==> src/rtl/vram_fetch_pkg.sv <==
// Shared types and widths for the VRAM read initiator.
package vram_fetch_pkg;

  localparam int unsigned VRAM_WORD_AW = 15;
  localparam int unsigned VRAM_WORD_W  = 32;
  localparam int unsigned FETCH_CNT_W  = 9;

  typedef enum logic [1:0] {
    StIdle,
    StFetch,
    StFlush
  } fetch_state_e;

endpackage

==> src/rtl/vram_fetch_fifo.sv <==
// Show-ahead FIFO buffering acknowledged VRAM words; flush wins over push and pop.
module vram_fetch_fifo
  import vram_fetch_pkg::*;
#(
  parameter int unsigned DEPTH = 8,
  parameter int unsigned WIDTH = VRAM_WORD_W,
  localparam int unsigned PtrW = $clog2(DEPTH),
  localparam int unsigned CntW = PtrW + 1
) (
  input  logic             clk_i,
  input  logic             rst_i,
  input  logic             push_i,
  input  logic [WIDTH-1:0] wdata_i,
  input  logic             pop_i,
  input  logic             flush_i,
  output logic [CntW-1:0]  occupancy_o,
  output logic [WIDTH-1:0] head_o
);

  logic [WIDTH-1:0] mem_q [DEPTH];
  logic [PtrW-1:0]  wr_ptr_q, rd_ptr_q;
  logic [CntW-1:0]  count_q;
  logic             do_push, do_pop;

  // Empty pops are dropped, so a push+pop on an empty FIFO only pushes.
  assign do_push = push_i && !flush_i && (count_q != CntW'(DEPTH));
  assign do_pop  = pop_i && !flush_i && (count_q != '0);

  always_ff @(posedge clk_i or posedge rst_i) begin
    if (rst_i) begin
      wr_ptr_q <= '0;
      rd_ptr_q <= '0;
      count_q  <= '0;
    end else if (flush_i) begin
      wr_ptr_q <= '0;
      rd_ptr_q <= '0;
      count_q  <= '0;
    end else begin
      if (do_push) wr_ptr_q <= wr_ptr_q + PtrW'(1);
      if (do_pop)  rd_ptr_q <= rd_ptr_q + PtrW'(1);
      count_q <= count_q + CntW'(do_push) - CntW'(do_pop);
    end
  end

  always_ff @(posedge clk_i) begin
    if (do_push) mem_q[wr_ptr_q] <= wdata_i;
  end

  assign occupancy_o = count_q;
  assign head_o      = mem_q[rd_ptr_q];

endmodule

==> src/rtl/vram_fetch.sv <==
// VRAM read initiator: streams a word range through the arbiter into a show-ahead FIFO.
module vram_fetch
  import vram_fetch_pkg::*;
#(
  parameter int unsigned FIFO_DEPTH = 8
) (
  input  logic                    clk_i,
  input  logic                    rst_i,
  input  logic                    start_i,
  input  logic [VRAM_WORD_AW-1:0] start_addr_i,
  input  logic [FETCH_CNT_W-1:0]  word_count_i,
  input  logic                    abort_i,
  output logic                    busy_o,
  output logic                    done_o,
  output logic [VRAM_WORD_AW-1:0] bus_addr_o,
  output logic                    bus_strobe_o,
  input  logic                    bus_ack_i,
  input  logic [VRAM_WORD_W-1:0]  bus_rddata_i,
  output logic [VRAM_WORD_W-1:0]  rd_data_o,
  output logic                    rd_valid_o,
  input  logic                    rd_pop_i
);

  localparam int unsigned CntW = $clog2(FIFO_DEPTH) + 1;

  fetch_state_e            state_q, state_d;
  logic [VRAM_WORD_AW-1:0] addr_q, addr_d, addr_next;
  logic [FETCH_CNT_W-1:0]  remaining_q, remaining_d;
  logic                    done_q, done_d;
  logic [CntW-1:0]         occupancy;
  logic                    in_fetch, ack_fetch;

  assign in_fetch  = (state_q == StFetch);
  assign ack_fetch = in_fetch && bus_ack_i;
  assign addr_next = addr_q + VRAM_WORD_AW'(1);

  // The in-flight ack already claims a word and a FIFO slot; rd_pop is left out on purpose.
  assign bus_strobe_o = in_fetch && (remaining_q != FETCH_CNT_W'(ack_fetch)) &&
                        ((occupancy + CntW'(ack_fetch)) < CntW'(FIFO_DEPTH));
  assign bus_addr_o   = in_fetch ? (bus_ack_i ? addr_next : addr_q) : '0;

  always_comb begin
    state_d     = state_q;
    addr_d      = addr_q;
    remaining_d = remaining_q;
    done_d      = 1'b0;
    case (state_q)
      StIdle: begin
        if (start_i && !abort_i && (word_count_i != '0)) begin
          state_d     = StFetch;
          addr_d      = start_addr_i;
          remaining_d = word_count_i;
        end
      end
      StFetch: begin
        if (abort_i) begin
          state_d = StFlush;
        end else if (bus_ack_i) begin
          addr_d      = addr_next;
          remaining_d = remaining_q - FETCH_CNT_W'(1);
          if (remaining_q == FETCH_CNT_W'(1)) begin
            state_d = StIdle;
            done_d  = 1'b1;
          end
        end
      end
      StFlush: state_d = StIdle;
      default: state_d = StIdle;
    endcase
  end

  always_ff @(posedge clk_i or posedge rst_i) begin
    if (rst_i) begin
      state_q     <= StIdle;
      addr_q      <= '0;
      remaining_q <= '0;
      done_q      <= 1'b0;
    end else begin
      state_q     <= state_d;
      addr_q      <= addr_d;
      remaining_q <= remaining_d;
      done_q      <= done_d;
    end
  end

  vram_fetch_fifo #(
    .DEPTH(FIFO_DEPTH),
    .WIDTH(VRAM_WORD_W)
  ) u_fifo (
    .clk_i      (clk_i),
    .rst_i      (rst_i),
    .push_i     (ack_fetch && !abort_i),
    .wdata_i    (bus_rddata_i),
    .pop_i      (rd_pop_i),
    .flush_i    (abort_i),
    .occupancy_o(occupancy),
    .head_o     (rd_data_o)
  );

  assign busy_o     = (state_q != StIdle);
  assign done_o     = done_q;
  assign rd_valid_o = (occupancy != '0);

endmodule

==> config.mk <==
export PLATFORM = sky130hd
export DESIGN_NAME = vram_fetch
export DESIGN_NICKNAME = d
export VERILOG_FILES = /design/src/rtl/vram_fetch_pkg.sv /design/src/rtl/vram_fetch_fifo.sv /design/src/rtl/vram_fetch.sv
export SDC_FILE = /design/constraint.sdc
export NUM_CORES = 1
export LEC_CHECK = 0
export CORE_MARGIN = 4
export CORE_UTILIZATION = 62
export DETAILED_ROUTE_END_ITERATION = 8
export PLACE_DENSITY = 0.9
export SLEW_MARGIN = 20
export SYNTH_ARGS = -nofsm -noshare
export SYNTH_HDL_FRONTEND = slang
export SYNTH_HIERARCHICAL = 1
export SYNTH_SLANG_ARGS = --single-unit
==> constraint.sdc <==
create_clock -name clk_i -period 9.1 [get_ports clk_i]
set_input_delay 1.82 -clock clk_i [delete_from_list [all_inputs] [get_ports clk_i]]
set_output_delay 1.82 -clock clk_i [all_outputs]
set_load 0.03 [all_outputs]
# Word level (Yosys, flattened, before mapping)
# Memory sizes are Yosys's and may differ from the RTL's.
# Index checks and enable logic that the tools add are counted.
[op_classes] add_sub_neg=7 order_cmp=1 n_eq_ne=9 muxes=25 reduce_logical=21
[ops] cell="15-bit 2-to-1 mux" count=4
[ops] cell="15-bit case mux with 2 select lines" count=1
[ops] cell="9-bit 2-to-1 mux" count=3
[ops] cell="9-bit case mux with 2 select lines" count=1
[ops] cell="15-bit by 1-bit adder with 15-bit output, second input constant" count=1
[ops] cell="3-bit 2-to-1 mux" count=4
[ops] cell="1-bit logical AND" count=10
[ops] cell="9-bit by 1-bit equality test with 1-bit output, second input constant" count=1
[ops] cell="9-bit by 1-bit != test with 1-bit output" count=1
[ops] cell="9-bit nonzero test" count=1
[ops] cell="9-bit by 1-bit subtractor with 9-bit output, second input constant" count=1
[ops] cell="4-bit by 1-bit adder with 4-bit output" count=2
[ops] cell="2-bit 2-to-1 mux" count=4
[ops] cell="2-bit nonzero test" count=4
[ops] cell="3-bit by 1-bit adder with 3-bit output, second input constant" count=2
[ops] cell="1-bit 2-to-1 mux" count=6
[ops] cell="2-bit != test, second input constant" count=3
[ops] cell="3-bit AND reduction" count=2
[ops] cell="4-bit less-than comparator, second input constant" count=1
[ops] cell="4-bit 2-to-1 mux" count=1
[ops] cell="4-bit != test, second input constant" count=1
[ops] cell="2-bit case mux with 2 select lines" count=1
[ops] cell="4-bit AND reduction" count=1
[ops] cell="4-bit nonzero test" count=1
[ops] cell="other kinds (6)" count=6
[word_totals] ff_bits=37 ramBits=256 in_bits=62 output_inout_bits=51 elab_cells=71 memories=1
[mem_list] name="u_fifo.mem_q" words=8 width=32 read_ports=1 rd_clocked_by_memory_dff=0 wr=1 line_no="vram_fetch_fifo.sv:20" text="logic [WIDTH-1:0] mem_q [DEPTH];"

# Longest topological paths before layout
# Gate-level depths: netlist of the first run.
[depth] ltp_word=8 depth_mapped=11 depth_no_buf=11

# Cells and area by module
# The synthesis of the first run kept the hierarchy.
[by_module_without_submodules] mod="vram_fetch_fifo" n_inst=1 cells_per_inst=442 area_each_um2=10381.2 seq_area_each_um2=7937.6
[by_module_without_submodules] mod="vram_fetch" n_inst=1 cells_per_inst=243 area_each_um2=2042.0 seq_area_each_um2=675.6

# Worst setup path before layout of the first run
# OpenSTA, ideal clock, no wires.
[synth_path] kind="input-to-reg" from="input bus_ack_i" to="memory u_fifo/mem_q[0][0] in the netlist's numbering, enable pin" setup_ns=0.461 t_arrival_ns=5.420 t_required_ns=8.639 path_slack_ns=3.219 path_stages=6 n_path_buf=2 path_cell_list="clkbuf_1 -> clkbuf_1 -> and2_1 -> inv_1 -> or4_1 -> nor3_1"
[synth_via] elab_chain_cells=6
[synth_rtl] item="from (decl)" line_no="vram_fetch.sv:17" text="input logic bus_ack_i,"
[synth_rtl] item="1-bit logical AND" line_no="vram_fetch.sv:34" text="assign ack_fetch = in_fetch && bus_ack_i;"
[synth_rtl] item="1-bit logical AND" line_no="vram_fetch.sv:92" text=".push_i (ack_fetch && !abort_i),"
[synth_rtl] item="1-bit logical AND (2 in series)" line_no="vram_fetch_fifo.sv:26" text="assign do_push = push_i && !flush_i && (count_q != CntW'(DEPTH));"
[synth_rtl] item="1-bit 2-to-1 mux" line_no="vram_fetch_fifo.sv:46" text="if (do_push) mem_q[wr_ptr_q] <= wdata_i;"
[synth_rtl] item="1-bit 2-to-1 mux (not written as such)" line_no="vram_fetch_fifo.sv:46"
[synth_rtl] item="to (decl)" line_no="vram_fetch_fifo.sv:20"
# Every way passes these cells.

# Worst setup path in the final report of the first run
[layout_path] from="input bus_ack_i" to="output bus_addr_o[13]"
[layout_via] elab_chain_cells=2
[layout_rtl] item="15-bit 2-to-1 mux"
[layout_rtl] item="15-bit 2-to-1 mux" line_no="vram_fetch.sv:40" text="assign bus_addr_o = in_fetch ? (bus_ack_i ? addr_next : addr_q) : '0;"
[layout_rtl] item="to (decl)" line_no="vram_fetch.sv:15" text="output logic [VRAM_WORD_AW-1:0] bus_addr_o,"
# Every way passes these cells.

==> metrics.md, run 1 <==
| Metric | Value |
|---|---|
| Die X | 149.6 um |
| CP Cell Sequence | clkdlybuf4s50_1 > nand3_1 > nor4_1 > xnor2_1 > nor2_1 > clkdlybuf4s50_1 |
| Tcrit/Tclk final | between 70% and 80% |
| Most frequent CP cell | clkdlybuf4s50_1 |
| Input/output buffers | 112 |
| Final Util | 75.55% |
| Setup CP Type | in2out |
| Share of layout cells above drive strength 1 | 18.90% |
| Final ANT Viol Nets | 0 |
| Yosys cell types | 61 |
| Non-Filler Instances | between 1000 and 1500 |
| First-pass GRT wire length | 42460 um |
| Fin crit period | about 6400 ps |
| Most used flip-flop cell after synthesis | edfxtp_1 |
| IO Pins | 113 |
| GRT Overall Usage | between 20% and 30% |
| CP Launch Type | primary input |
| Slowest CP cell | clkdlybuf4s50_1 |
| Vias in the first global route | 7284 |
| Latest clock arrival within the worst-skew pair | around 560 ps |
| Worst relative slew slack | around a quarter |
| GR Overflow Total | 0 |
| Largest area contributor in the synthesized netlist | edfxtp_1 |
| TritonCTS Buffers | 28 |
| Synth async-reset ratio | 12.63% |
| Post-Syn Area | 12420 um^2 |
| CP max stage delay | 920 ps |
| Number of synthesized register bits | 293 |
| Final Hold Viols | 0 |
| Flop pwr share | 46.1% |
| Max_cap viols | 0 |
| Sink Count | between 200 and 300 |
| Placed instance count | 1030 |
| Cts repair resizes | 0 |
| Site row count | slightly above 50 |
| Worst setup EP type | primary output |
| PwrDens | 239.3 nW/um^2 |
| DRC | 0 |
| DP HPWL | 15190 um |
| Final setup fails | 0 |
| Crit-path leading delay family | buffers and inverters |
| FMAX | 0.1567 GHz |
| Setup Buffers After CTS | 0 |
| Least-Margin Pin Slew | 1096 ps |
| Area of the multi-input gates | between 3000 and 4000 um^2 |
| CP arrival | 4560 ps |
| Hold Crit Class | reg2reg |
| RSZ-0062 raised after global routing | false |
| Drt first pass iters | 5 |
| Most numerous cell in the Yosys netlist | edfxtp_1 |
| Top cells by area in the synthesized netlist | edfxtp_1 (62%), mux4_2 (8.2%), dfrtp_1 (7.5%), mux4_1 (4.0%), mux2_2 (3.0%) |
| Int Pwr | between 2 and 3 mW |
| Post-synth EDFFs | 256 |
| Antenna Diode Count | 0 |
| Total number of vias | 7158 |
| Max FO, Critical Path | 18 |
| Avg Inst Size Synth | 18.14 um^2 |
| Synth top area share | 61.88% |
| Vias per std cell | 6.597 |
| Final Net Count | 873 |
| Final Skew | about 16 ps |
| Dpl ws | 2796 ps |
| CTS Hold Bufs | 0 |
| Fillcell total | 1033 |
| Die area | between 20000 and 25000 um^2 |
| Root Driver | clkbuf_16 |
| Starting Density | between 60% and 70% |
| IR drop worst, VDD | between 0.15 and 0.2 mV |
| Post-Route WL | 28320 um |
| P_leak | 4.819 nW |
| Syn Nets | 759 |
| Clk buf depth | 3 |
| Outcome | completed |
| Post-Syn Instances | 685 |
| Setup TNS | 0 ps |
| H-tree level count | 1 |
| Synth top cells by count | edfxtp_1 (256), mux4_2 (45), dfrtp_1 (37), nor2_1 (35), mux2_2 (33) |
| Slack of the critical path | 2718 ps |
| Slew Viols, Final | 0 |
| Largest net degree at the start of global routing | 57 |
| Area delta synth->final | 19.14% |
| WL/cell | roughly 26 um |
| Register area share after synthesis | a little under 70% |
| Ys Warns | 6 |
| Worst path bufs/invs | 2 |
| Die H | 149.6 um |
| Worst-path clk slew | 60 ps |
| Initial antenna violation count | 1 |
| Iteration-0 DRC Markers | about 650 |
| Critical Path RT | around 7300 ps |
| Seq. cell area | around 8600 um^2 |
| TritonCTS clock tree | done |
| Power share of the combinational group | 20.6% |
| CORE AREA | 19590 um^2 |
| NetSw | 0.9900 mW |
| Sw Share | 27.95% |
| RePlAce Congestion | about 0.91 |
| Clk pwr share | 33.3% |
-- cell families (layout without fill, tap and decap cells) --
group | Yosys count | count (layout) | share of synthesized area, %
buffers and inverters | 52 | 187 | 2.306
adder cells (fa/ha/maj) | 12 | 12 | 1.269
flip-flops | 293 | 293 | 69.33
XOR/XNOR | 16 | 16 | 1.128
AND/OR/NAND/NOR | 122 | 122 | 5.237
multiplexers | 100 | 100 | 15.42
AO/OA/AOI/OAI | 90 | 90 | 5.308
-- worst paths after layout --
check	slack, ps	end	start	cells after the start
max reg2reg	5310	u_fifo/mem_q[4][26]	state_q[1]	6
max in group asynchronous	6950	remaining_q[7]	rst_i	2
max	2720	bus_addr_o[13]	bus_ack_i	6
min reg2reg	560	addr_q[14]	addr_q[14]	1
min in group asynchronous	1660	u_fifo/occupancy_o[0]	rst_i	2
min	560	addr_q[14]	addr_q[14]	1
-- placed cells by master, fill, tap and decap left out, types with 4 or more instances in the layout --
cell and n:
clkinv_2 6, buf_4 8, edfxtp_1 256, clkbuf_16 28
nand2_1 16, and3_1 5, clkdlybuf4s50_1 112, or4_1 4
bufinv_16 4, xor2_1 5, mux2_2 33, nor2_1 29
nand2b_1 6, a22oi_1 12, clkinv_1 6, mux4_2 45
o2bb2ai_1 7, nor2b_1 5, a2bb2oi_1 11, o22ai_1 11
nand4_1 10, xnor2_1 11, mux4_1 19, nor3_1 8
inv_1 11, o21ai_0 13, a21oi_1 14, nand3_1 7
ha_1 11, dfrtp_1 34, nor2_4 7
-- power by group through the flow --
stage	clock, mW	sequential (mW)	combinational (mW)
floorplan	0	1.59	0.537
global placement	0	1.65	0.686
detailed placement	0	1.65	0.712
CTS	1.19	1.63	0.725
global route	1.26	1.64	0.776
finish	1.18	1.63	0.730
-- flip-flops by register name, indices dropped and copies added, names as in the netlist --
signal / flops
u_fifo/mem_q: 256
addr_q: 15
remaining_q: 9
u_fifo/occupancy_o: 4
u_fifo/rd_ptr_q: 3
u_fifo/wr_ptr_q: 3
state_q: 2
done_o: 1
-- worst register-to-register path: cells and delay by family (launching register included) --
kind | cells | cell delay (ps)
simple gates | 5 | 2780
flops | 1 | 460
buf+inv | 1 | 130
-- stage by stage --
step                      hold WS, ps  instance area [um^2]  total power, mW
after floorplan                 498.4                 12420            2.127
after global placement          525.2                 13760            2.334
after detailed placement        551.7                 13760            2.365
after CTS                       568.5                 14700            3.540
after global routing            594.0                 14800            3.676
final                           564.8                 14800            3.541
-- area by class of cell --
class,instances,area share (%)
inverters,12,0.3043
clock buffers,30,4.785
well taps,265,2.240
flip-flops and latches,293,58.24
repair buffers,124,8.674
clock inverters,21,1.564
multi-input cells,340,24.19
-- layer usage --
| layer | share of wire, % | wire, um | up-vias | global-route usage, % |
|---|---|---|---|---|
| li1 | - | - | 3026 | - |
| met3 | 7.7 | 2191 | 59 | 4.573 |
| met2 | 53 | 14910 | 431 | 42.15 |
| met1 | 37 | 10450 | 3640 | 33.97 |
| met5 | 0.046 | 13 | - | 0 |
| met4 | 2.7 | 760 | 2 | 6.957 |
No activity file was read; power rests on OpenSTA's default activity.
==> run 2, diff against run 1 <==
Settings changed: CORE_UTILIZATION 62 to 57, PLACE_DENSITY 0.9 to 0.84.
Clock period 9.1 ns to 5.9 ns, I/O delays scaled along.
==> run 2 against run 1 <==
Effect of this change:
- critical path type is now reg2out
- sequential power increased by 56%
- hold slack got worse by 7.0 ps
- total power increased by 53%
- first-iteration DRC count decreased by 22%
- combinational power increased by 49%
- wire length decreased by 6.1%
- via count decreased by 3.4%
- clock power increased by 51%
- flip-flop and latch count unchanged
- global-route usage decreased by 2.8 points
- worst setup slack got worse by 1600 ps
==> metrics.md, run 2 (synthesis results as in run 1) <==
| Metric | Value |
|---|---|
| Vias per std cell | between 6 and 7 |
| Worst setup EP type | primary output |
| Area delta synth->final | 18.69% |
| R2R Path End | u_fifo/mem_q[0][16] |
| CP arrival | 3580 ps |
| WHS Endpoint | addr_q[14] |
| Tot Pwr | roughly 5.4 mW |
| PwrDens | 366.6 nW/um^2 |
| Slew Viols, Final | 0 |
| Top Registers | u_fifo/mem_q (256), addr_q (15), remaining_q (9) |
| Total number of vias | 6916 |
| Worst hold stages | 1 |
| Placed instance count | 1047 |
| Share of layout cells above drive strength 1 | a little under a fifth |
| TritonCTS clock tree | done |
| GR Overflow Total | 0 |
| Root Driver | clkbuf_16 |
| IR drop worst, VDD | 0.2296 mV |
| Die H | 155.6 um |
| Dpl ws | between 1000 and 1500 ps |
| CORE AREA | ~21000 um^2 |
| Slowest CP cell | dfrtp_4 |
| IO Pins | 113 |
| Slack of the critical path | roughly 1100 ps |
| Max FO, Critical Path | 45 |
| Initial antenna violation count | 1 |
| Final Util | 69.49% |
| Least-Margin Pin Slew | between 1000 and 1500 ps |
| Latest clock arrival within the worst-skew pair | approximately 540 ps |
| Fin crit period | 4757 ps |
| Final Skew | 15.70 ps |
| Final ANT Viol Nets | 0 |
| Non-Filler Instances | 1099 |
| TritonCTS Buffers | 28 |
| Vias in the first global route | 7273 |
| Clk buf depth | 3 |
| Tcrit/Tclk final | 80.63% |
| DRC | 0 |
| Critical Path RT | 4720 ps |
| Final Net Count | 876 |
| DP HPWL | 15590 um |
| Drt first pass iters | 4 |
| WL/cell | around 24 um |
| Worst reg-to-reg setup slack | 2290 ps |
| FF-to-FF Start | state_q[1] |
| Post-Route WL | 26590 um |
| Outcome | completed |
| Worst path bufs/invs | 2 |
| RSZ-0062 raised after global routing | false |
| Setup Buffers After CTS | 0 |
| FMAX | 0.2102 GHz |
| Worst r2r path cells | 8 |
| H-tree level count | 1 |
| Cts repair resizes | 0 |
| Antenna Diode Count | 0 |
| Setup CP Type | reg2out |
| Sink Count | between 200 and 300 |
| Final Hold Viols | 0 |
| Worst relative slew slack | 31.84% |
| HP Start | addr_q[14] |
| Iteration-0 DRC Markers | 510 |
| Site row count | 53 |
| Setup TNS | 0 ps |
| Seq. cell area | around 8600 um^2 |
| Max reg flops | 256 |
| Starting Density | 58.54% |
| CP Cell Sequence | buf_4 > mux4_1 > mux2_2 > clkdlybuf4s50_1 |
| Commonest non-fill, non-tap cells in the layout | edfxtp_1 (256), clkdlybuf4s50_1 (112), mux4_2 (45) |
| Largest net degree at the start of global routing | 49 |
| First-pass GRT wire length | 41720 um |
| Fillcell total | 1307 |
| Area of the multi-input gates | 3581 um^2 |
| Input/output buffers | around 110 |
| CP max stage delay | 960 ps |
| CP Launch Type | register |
| GRT Overall Usage | 22.16% |
| Crit-path leading delay family | buffers and inverters |
| RePlAce Congestion | slightly above 0.9 |
| Hold Crit Class | reg2reg |
| P_leak | 4.808 nW |
| Most flop-heavy register | u_fifo/mem_q |
| Die X | around 160 um |
| Worst-path clk slew | 70 ps |
| Commonest non-fill, non-tap cell in the layout | edfxtp_1 |
| Die area | approximately 24000 um^2 |
| CTS Hold Bufs | 0 |
| Final setup fails | 0 |
| Max_cap viols | 0 |
run 2: worst max-delay path by stage:
stage / start / to / slack [ps] / depth (start not counted)
finish: u_fifo/rd_ptr_q[1] / rd_data_o[1] / 1140 / 4
global placement: bus_ack_i / bus_addr_o[13] / 1240 / 7
floorplan: bus_ack_i / u_fifo/mem_q[0][0] / 660 / 6
detailed placement: bus_ack_i / bus_addr_o[10] / 1250 / 7
CTS: u_fifo/rd_ptr_q[1] / rd_data_o[1] / 1060 / 4
global route: u_fifo/rd_ptr_q[1] / rd_data_o[1] / 920 / 4
run 2: per-layer routing:
| layer | GRT usage (%) | up-vias | wire length (um) |
|---|---|---|---|
| met3 | 4.521 | 56 | 2132 |
| met2 | 36.95 | 328 | 13410 |
| li1 | - | 3030 | - |
| met5 | 0 | - | 13 |
| met1 | 30.23 | 3500 | 10430 |
| met4 | 6.253 | 2 | 597 |
run 2: cell type report:
| class | count | area share [%] |
|---|---|---|
| sequential | 293 | 58.47 |
| timing repair buffer | 127 | 8.367 |
| inverter | 12 | 0.3055 |
| multi-input combinational | 340 | 24.29 |
| tap | 275 | 2.333 |
| clock buffer | 38 | 5.218 |
| clock inverter | 14 | 1.018 |
run 2: report_power, final:
part	internal (mW)	total (mW)	switching, mW
combinational	0.546	1.09	0.539
clock	1.05	1.78	0.733
sequential	2.34	2.54	0.202
run 2: metrics by stage:
stage / hold WS [ps] / instance area (um^2)
after floorplan: 498.4 / 12420
after global placement: 548.3 / 13820
after detailed placement: 553.3 / 13820
after CTS: 565.0 / 14740
after global routing: 600.5 / 14750
final: 557.8 / 14750
run 2: worst register-to-register path: cells and delay by family (launching register included):
kind	cells	cell delay (ps)
buffers and inverters	3	990
flip-flops	1	470
AND/OR/NAND/NOR	5	1770
==> run 3, diff against run 2 <==
Settings changed: CORE_UTILIZATION 57 to 52, PLACE_DENSITY 0.84 to 0.81.
Clock period 5.9 ns to 3.95 ns, I/O delays scaled along.
==> run 3 against run 2 <==
Effect of this change:
- final area increased by 1.6%
- first-iteration DRC count decreased by 7.8%
- clock power increased by 49%
- via count decreased by 0.33%
- critical path type unchanged
- wire length decreased by 3.4%
- hold slack got worse by 17 ps
- core utilization decreased by 5.7 points
- sequential power increased by 46%
- register-to-register slack got worse by 1400 ps
- critical path depth unchanged
- largest cell class unchanged
- global-route usage decreased by 2.6 points
==> metrics.md, run 3 (synthesis results as in run 1) <==
| Metric | Value |
|---|---|
| Fin crit period | 3778 ps |
| Commonest non-fill, non-tap cells in the layout | edfxtp_1 (256), clkdlybuf4s50_1 (105), mux4_2 (45) |
| HP Start | addr_q[14] |
| IR drop worst, VDD | 0.3479 mV |
| Max reg flops | between 200 and 300 |
| Largest net degree at the start of global routing | 45 |
| WL/cell | 22.15 um |
| GR Overflow Total | 0 |
| H-tree level count | 1 |
| CP Cell Sequence | buf_4 > mux4_2 > mux2_2 > clkdlybuf4s50_1 |
| Final setup fails | 0 |
| Critical Path RT | about 3200 ps |
| CP Launch Type | register |
| Worst path bufs/invs | 2 |
| IO Pins | 113 |
| Hold Crit Class | reg2reg |
| Vias per std cell | 5.947 |
| RSZ-0062 raised after global routing | false |
| Final Hold Viols | 0 |
| First-pass GRT wire length | 40500 um |
| Die H | 162.6 um |
| CP arrival | roughly 3000 ps |
| TritonCTS Buffers | 29 |
| Sink Count | 293 |
| Drt first pass iters | 5 |
| Final Net Count | 893 |
| Setup TNS | 0 ps |
| FMAX | ~0.26 GHz |
| CP max stage delay | 690 ps |
| Iteration-0 DRC Markers | 470 |
| DP HPWL | 15530 um |
| Antenna Diode Count | 0 |
| Clk buf depth | 3 |
| Setup CP Type | reg2out |
| CORE AREA | about 23000 um^2 |
| Max FO, Critical Path | 18 |
| Die area | 26430 um^2 |
| FF-to-FF Start | state_q[1] |
| Outcome | completed |
| Area delta synth->final | 20.57% |
| RePlAce Congestion | 0.8663 |
| GRT Overall Usage | ~20% |
| Least-Margin Pin Slew | ~1100 ps |
| Fillcell total | roughly 1600 |
| Slew Viols, Final | 0 |
| Final ANT Viol Nets | 0 |
| P_leak | 4.907 nW |
| Root Driver | clkbuf_16 |
| TritonCTS clock tree | done |
| Tcrit/Tclk final | 95.64% |
| Commonest non-fill, non-tap cell in the layout | edfxtp_1 |
| Worst relative slew slack | 28.75% |
| Crit-path leading delay family | buffers and inverters |
| Max_cap viols | 0 |
| Starting Density | 52.93% |
| CP startpoint | u_fifo/rd_ptr_q[1] |
| PwrDens | 540.0 nW/um^2 |
| Initial antenna violation count | 2 |
| Worst-path clk slew | 60 ps |
| Worst setup EP type | primary output |
| Total number of vias | 6893 |
| Input/output buffers | about 110 |
| Tot Pwr | between 8 and 9 mW |
| DRC | 0 |
| Vias in the first global route | 7159 |
| Final Skew | 11.21 ps |
| Die X | 162.6 um |
| Site row count | 56 |
| Post-Route WL | 25670 um |
| Top Registers | u_fifo/mem_q (256), addr_q (15), remaining_q (9) |
| Share of layout cells above drive strength 1 | between 20% and 30% |
| Latest clock arrival within the worst-skew pair | 550 ps |
| Slowest CP cell | dfrtp_4 |
| Most flop-heavy register | u_fifo/mem_q |
run 3: cell types whose count changed in the layout (fill, tap and decap cells not counted), sizes merged:
cell,before,now
buf,15,38
clkbuf,38,36
clkdlybuf4s50,112,105
clkinv,9,10
clkinvlp,1,2
run 3: metrics by stage:
stage | hold slack, ps | instance area, um^2 | util [%] | cells | setup slack [ps]
6_report | 540.7 | 14980 | 63.81 | 1159 | 172.2
5_1_grt | 559.2 | 14980 | 63.81 | 1159 | 80.97
4_1_cts | 540.7 | 14980 | 63.81 | 1159 | 133.1
3_5_place_dp | 520.5 | 14030 | 59.79 | 1106 | 336.6
3_3_place_gp | 525.2 | 14030 | 59.79 | 1106 | 351.9
2_1_floorplan | 498.4 | 12430 | - | 685 | -44.78
run 3: final cells by class:
type / instances / area (um^2) / area share [%]
clock buffers: 36 / 752.0 / 5.020
clock inverters: 16 / 171.4 / 1.144
inverters: 12 / 45.04 / 0.3007
multi-input cells: 340 / 3593 / 23.99
flip-flops and latches: 293 / 8618 / 57.54
well taps: 319 / 399.1 / 2.665
repair buffers: 143 / 1399 / 9.339
run 3: routing by layer:
metal	global-route usage [%]	up-vias	share of wire, %
met1	28.22	3497	41
met4	4.117	4	1.8
met5	0	-	0.13
met2	32.49	266	50
li1	-	3077	-
met3	2.911	49	6.4
run 3: timing repair:
item / in CTS / in global routing
setup endpoints to repair: 6 / 0
hold buffers: 0 / 0
hold endpoints to repair: 0 / 0
buffers inserted: 1 / 0
resized for setup: 0 / 0
run 3: power breakdown:
part	total, mW	internal [mW]	leakage (nW)	switching [mW]
registers	3.70	3.50	2.75	0.207
logic	1.72	0.842	1.71	0.882
clock network	2.66	1.55	0.443	1.11
run 3: path summary, 6_finish.rpt:
path	to	slack, ps	cells past startpoint
max in group asynchronous	remaining_q[7]	2910	2
min in group asynchronous	u_fifo/occupancy_o[3]	580	2
hold / removal	addr_q[14]	540	1
hold reg to reg	addr_q[14]	540	1
setup reg to reg	u_fifo/mem_q[0][12]	900	7
setup / recovery	rd_data_o[11]	170	4
